[src/rtl/pattern_tx_pkg.sv]
// pattern_tx_pkg: shared definitions for the pattern transmitter.
//   state_t          FSM state encoding (PAR only with PATTERN_TX_PARITY_EN)
//   PATTERN_TX_WIDTH default maximum pattern length in bits
package pattern_tx_pkg;

    localparam int unsigned PATTERN_TX_WIDTH = 16;

    typedef enum logic [1:0] {
        IDLE  = 2'd0,
        SHIFT = 2'd1,
`ifdef PATTERN_TX_PARITY_EN
        PAR   = 2'd2,
`endif
        DONE  = 2'd3
    } state_t;

endpackage

[src/rtl/pattern_tx_piso.sv]
// pattern_tx_piso: loadable, stallable parallel-in/serial-out shift register
// with a count of the bits still to be presented.
//   clk, rst    clock, asynchronous active-low reset
//   load        capture load_data/load_count
//   load_data   pattern, LSB first
//   load_count  number of bits in the pattern (1..WIDTH)
//   advance     consume the head bit
//   head        next bit to be presented
//   last        the bit currently being presented is the final one
module pattern_tx_piso #(
    parameter int unsigned WIDTH = 16,
    parameter int unsigned CW    = $clog2(WIDTH + 1)
) (
    input  logic             clk,
    input  logic             rst,
    input  logic             load,
    input  logic [WIDTH-1:0] load_data,
    input  logic [CW-1:0]    load_count,
    input  logic             advance,
    output logic             head,
    output logic             last
);

    logic [WIDTH-1:0] sr;
    logic [CW-1:0]    remaining;

    // Bit 0 is driven onto the serial line by the parent on the load edge,
    // so the register keeps only the bits still to come.
    always_ff @(posedge clk or negedge rst) begin
        if (!rst) begin
            sr        <= '0;
            remaining <= '0;
        end else if (load) begin
            sr        <= load_data >> 1;
            remaining <= load_count - CW'(1);
        end else if (advance) begin
            sr        <= sr >> 1;
            remaining <= remaining - CW'(1);
        end
    end

    assign head = sr[0];
    assign last = (remaining == '0);

endmodule

[src/rtl/pattern_tx.sv]
// pattern_tx: serial pattern transmitter, LSB first, with stall support.
// Optional feature macro: PATTERN_TX_PARITY_EN appends an even-parity bit.
//   clk        clock, rising edge
//   rst        asynchronous active-low reset
//   start      transmit request, sampled only in IDLE
//   pattern    bits to send, latched on accepted start
//   nbits      bit count 1..WIDTH, latched on accepted start
//   stall      pause transmission, no bit consumed
//   outp       registered serial data
//   out_valid  outp carries a real bit
//   busy       high outside IDLE
//   done       one-cycle pulse after the final bit
module pattern_tx
    import pattern_tx_pkg::*;
#(
    parameter int unsigned WIDTH = PATTERN_TX_WIDTH,
    parameter int unsigned CW    = $clog2(WIDTH + 1)
) (
    input  logic             clk,
    input  logic             rst,
    input  logic             start,
    input  logic [WIDTH-1:0] pattern,
    input  logic [CW-1:0]    nbits,
    input  logic             stall,
    output logic             outp,
    output logic             out_valid,
    output logic             busy,
    output logic             done
);

    state_t state;
    logic   accept;
    logic   advance;
    logic   head;
    logic   last;

`ifdef PATTERN_TX_PARITY_EN
    logic   parity;
`endif

    assign accept  = (state == IDLE) && start &&
                     (nbits != '0) && (nbits <= CW'(WIDTH));
    assign advance = (state == SHIFT) && !stall && !last;

    pattern_tx_piso #(
        .WIDTH (WIDTH),
        .CW    (CW)
    ) u_piso (
        .clk        (clk),
        .rst        (rst),
        .load       (accept),
        .load_data  (pattern),
        .load_count (nbits),
        .advance    (advance),
        .head       (head),
        .last       (last)
    );

    always_ff @(posedge clk or negedge rst) begin
        if (!rst) begin
            state     <= IDLE;
            outp      <= 1'b0;
            out_valid <= 1'b0;
            busy      <= 1'b0;
            done      <= 1'b0;
`ifdef PATTERN_TX_PARITY_EN
            parity    <= 1'b0;
`endif
        end else begin
            case (state)
                IDLE: begin
                    if (accept) begin
                        // First bit goes out on the accept edge.
                        state     <= SHIFT;
                        outp      <= pattern[0];
                        out_valid <= 1'b1;
                        busy      <= 1'b1;
`ifdef PATTERN_TX_PARITY_EN
                        parity    <= pattern[0];
`endif
                    end
                end
                SHIFT: begin
                    if (stall) begin
                        out_valid <= 1'b0;
                    end else if (!last) begin
                        outp      <= head;
                        out_valid <= 1'b1;
`ifdef PATTERN_TX_PARITY_EN
                        parity    <= parity ^ head;
`endif
                    end else begin
`ifdef PATTERN_TX_PARITY_EN
                        state     <= PAR;
                        outp      <= parity;
                        out_valid <= 1'b1;
`else
                        state     <= DONE;
                        outp      <= 1'b0;
                        out_valid <= 1'b0;
                        done      <= 1'b1;
`endif
                    end
                end
`ifdef PATTERN_TX_PARITY_EN
                PAR: begin
                    if (stall) begin
                        out_valid <= 1'b0;
                    end else begin
                        state     <= DONE;
                        outp      <= 1'b0;
                        out_valid <= 1'b0;
                        done      <= 1'b1;
                    end
                end
`endif
                DONE: begin
                    state     <= IDLE;
                    outp      <= 1'b0;
                    out_valid <= 1'b0;
                    busy      <= 1'b0;
                    done      <= 1'b0;
                end
                default: begin
                    state     <= IDLE;
                    outp      <= 1'b0;
                    out_valid <= 1'b0;
                    busy      <= 1'b0;
                    done      <= 1'b0;
                end
            endcase
        end
    end

endmodule
[config.mk]
export PLATFORM = sky130hd
export DESIGN_NAME = pattern_tx
export DESIGN_NICKNAME = d
export VERILOG_FILES = /design/src/rtl/pattern_tx_pkg.sv /design/src/rtl/pattern_tx_piso.sv /design/src/rtl/pattern_tx.sv
export SDC_FILE = /design/constraint.sdc
export NUM_CORES = 1
export LEC_CHECK = 0
export CAP_MARGIN = 20
export CELL_PAD_IN_SITES_DETAIL_PLACEMENT = 1
export CELL_PAD_IN_SITES_GLOBAL_PLACEMENT = 1
export CORE_MARGIN = 2
export CORE_UTILIZATION = 25
export DETAILED_ROUTE_END_ITERATION = 12
export PLACE_DENSITY_LB_ADDON = 0.08
export SLEW_MARGIN = 20
export SYNTH_ARGS = -nofsm -noshare
export SYNTH_HDL_FRONTEND = slang
export SYNTH_SLANG_ARGS = --single-unit
[constraint.sdc]
create_clock -name clk -period 2.6 [get_ports clk]
set_clock_uncertainty 0.15 [all_clocks]
set_input_delay 0.52 -clock clk [delete_from_list [all_inputs] [get_ports clk]]
set_output_delay 0.52 -clock clk [all_outputs]
set_load 0.05 [all_outputs]
==> flow_summary.ini <==
[run_status]
outcome = completed

[setup_path]
timing_worst_setup_path_type = input pin to register
arrival_ns = 2.61
cp_data_required_time_ns = 2.66
cp-end-kind = register
cp-start-kind = input pin
path_max_fanout = 4

[clock_network]
clk-insertion-delay-late_ns = 0.27
cts_buffers = 3
cts_root_buf = clkbuf_8
cts-htree-levels = 1
clk_path_buf_depth = 2
cts.sinks = 26
cts_tree = yes
clk_pin_slew_worst_paths_ns = 0.09
postCtsHoldBufs = 0

[sta]
rsz0062_at_grt = true
whs_ns = 0.335
setup_viol = 0
drv_slew = 0
fmax_mhz = 393
post-route-min-period_ns = 2.55
finalHoldViolations = 0
finalCritPeriodShare_pct = 97.9
relSlewSlack_pct = 55.2
worst_slew_pin_slew_ns = 0.666

[placement]
dp_cells = 242
place.port_buffers = 28
gp_congestion = 0.796
placement.cell_area_mm2 = 0.00188
hpwl_um = 2460

[logic_synthesis]
yosys_warnings = 0
post_synth_xor_area_fraction_pct = 1.88
synth_top_family_by_area = compound AO/OA/AOI/OAI gates
synth_edf_count = 0
synth_top_cell_area_share_pct = 46.5
synthDistinctLibCells = 37
yosysTopAreaCell = dfrtp_1
synth_most_common_cell = dfrtp_1
ys.flop_type = dfrtp_1
synth_area_leaders = dfrtp_1 (47%), mux2i_1 (12%), a21oi_2 (6.3%), nor2_1 (5.9%), a21oi_1 (2.9%)
synthTopCellsByCount = dfrtp_1 (26), nor2_1 (22), mux2i_1 (17)
syn-cell-area_mm2 = 0.00140
ys_ff_latch = 26
synth_compound_area_share_pct = 18.7
netlist_instances = 130
ys_seq_area_share_pct = 46.5
syn-num-nets = 156
avgSynthCellArea_um2 = 10.8
synth_simple_gate_area_share_pct = 14.8
synthMuxAreaShare_pct = 12.2
async_flop_share_pct = 100
synthAdderAreaFrac_pct = 0.894

[cells_and_area]
stdcell_area_mm2 = 0.00197
fin_nets = 204
final_cells = 249
syn2layout_area_growth_pct = 40.8
antenna_cells = 0
utilization_pct = 36.2
post_route_cells_drive_above_1_share_pct = 27.1

[pwr]
p_leak_nw = 0.764
peakVddDrop_mv = 0.267
power.total_mw = 1.91
power_density_mw_per_mm2 = 969

[min_path]
hold_path.class = register to register

[grt]
grt_max_degree = 27
grt-ovfl-total = 0
track_usage_pct = 12.3
grt_pass1_vias = 1279
grt_pass1_wl_um = 6040
antenna_found_initial = 0

[die]
die_w_um = 78.8
core_area_mm2 = 0.00544
num_rows = 27
start_util_pct = 25.7
io_pins = 29
die_y_um = 78.8
dieArea_mm2 = 0.00621

[route]
ant_nets = 0
num_vias = 1116
dr.first_iter.drc_count = 31
wire_per_inst_um = 13.7
first_pass_iters = 2
routed_via_density = 4.48
totalWireLength_um = 3420
remaining_drc_errors = 0

[flow_run]
max_cap_viol_count = 0
==> final timing paths <==
kind / depth (start not counted) / from / slack [ns] / to
max in group asynchronous: 2 / rst / 1.55 / u_piso.sr[6]
min in group asynchronous: 2 / rst / 0.48 / busy
worst min-delay path: 1 / out_valid / 0.34 / out_valid
worst min register to register: 1 / out_valid / 0.34 / out_valid
worst max-delay path: 11 / nbits[1] / 0.05 / u_piso.remaining[4]
worst max register to register: 10 / state[0] / 0.15 / u_piso.remaining[4]
==> registers in the layout, indices dropped and copies added, names as in the netlist <==
register,flops
busy,1
done,1
out_valid,1
outp,1
state,2
u_piso.remaining,5
u_piso.sr,15
==> layout make-up <==
class	instances	area, um^2
sequential	26	651
timing repair buffer	48	452
multi-input combinational	94	703
tap	72	90.1
fill	605	3470
clock buffer	4	55.1
inverter	5	18.8
==> power breakdown <==
part	internal [mW]	switching [mW]
clock network	0.135	0.126
registers	0.577	0.118
logic	0.451	0.503
total	1.16	0.746
==> placed cells by master (no fill, tap or decap), types with 4 or more instances in the layout <==
master	n
nor2_1	22
dfrtp_1	26
clkdlybuf4s50_1	23
inv_1	5
a21oi_1	7
buf_4	18
nor3_1	4
a21oi_2	11
clkbuf_8	4
mux2i_1	17
==> cells by family after synthesis <==
| kind of cell | after synthesis |
|---|---|
| DFF | 26 |
| muxes | 17 |
| and+or+nand+nor | 39 |
| adders and majority gates | 1 |
| xor gates and xnor gates | 3 |
| AOI/OAI and AO/OA | 34 |
| buffers and inverters | 10 |
==> critical path, stage by stage <==
cell	delay (ns)
buf_6	0.09
or4_4	0.53
buf_4	0.17
nor2_4	0.14
nor2_8	0.06
mux2i_1	0.12
ha_2	0.21
nor3_1	0.20
a21oi_2	0.10
o41ai_2	0.25
a22o_1	0.19
==> stage by stage <==
stage	worst slack, ns	TNS, ns
2_1_floorplan	-0.270	-0.309
3_3_place_gp	-0.478	-2.62
3_5_place_dp	-0.585	-3.23
4_1_cts	-0.0347	-0.0347
5_1_grt	-0.0217	-0.0217
6_report	0.0538	0
==> repair_timing <==
item / in CTS / in global routing
gates cloned: 0 / 0
endpoints found under the setup margin: 2 / 1
pin swaps: 7 / 7
gates resized for setup: 20 / 2
buffers inserted: 3 / 0
==> metal layers <==
layer  global-route usage, %  routed length (um)
met1                    15.5                1560
met2                    21.8                1720
met3                    2.05                 121
met4                    3.16                  19
met5                       0                   0
(Power assumes the default switching activity.)
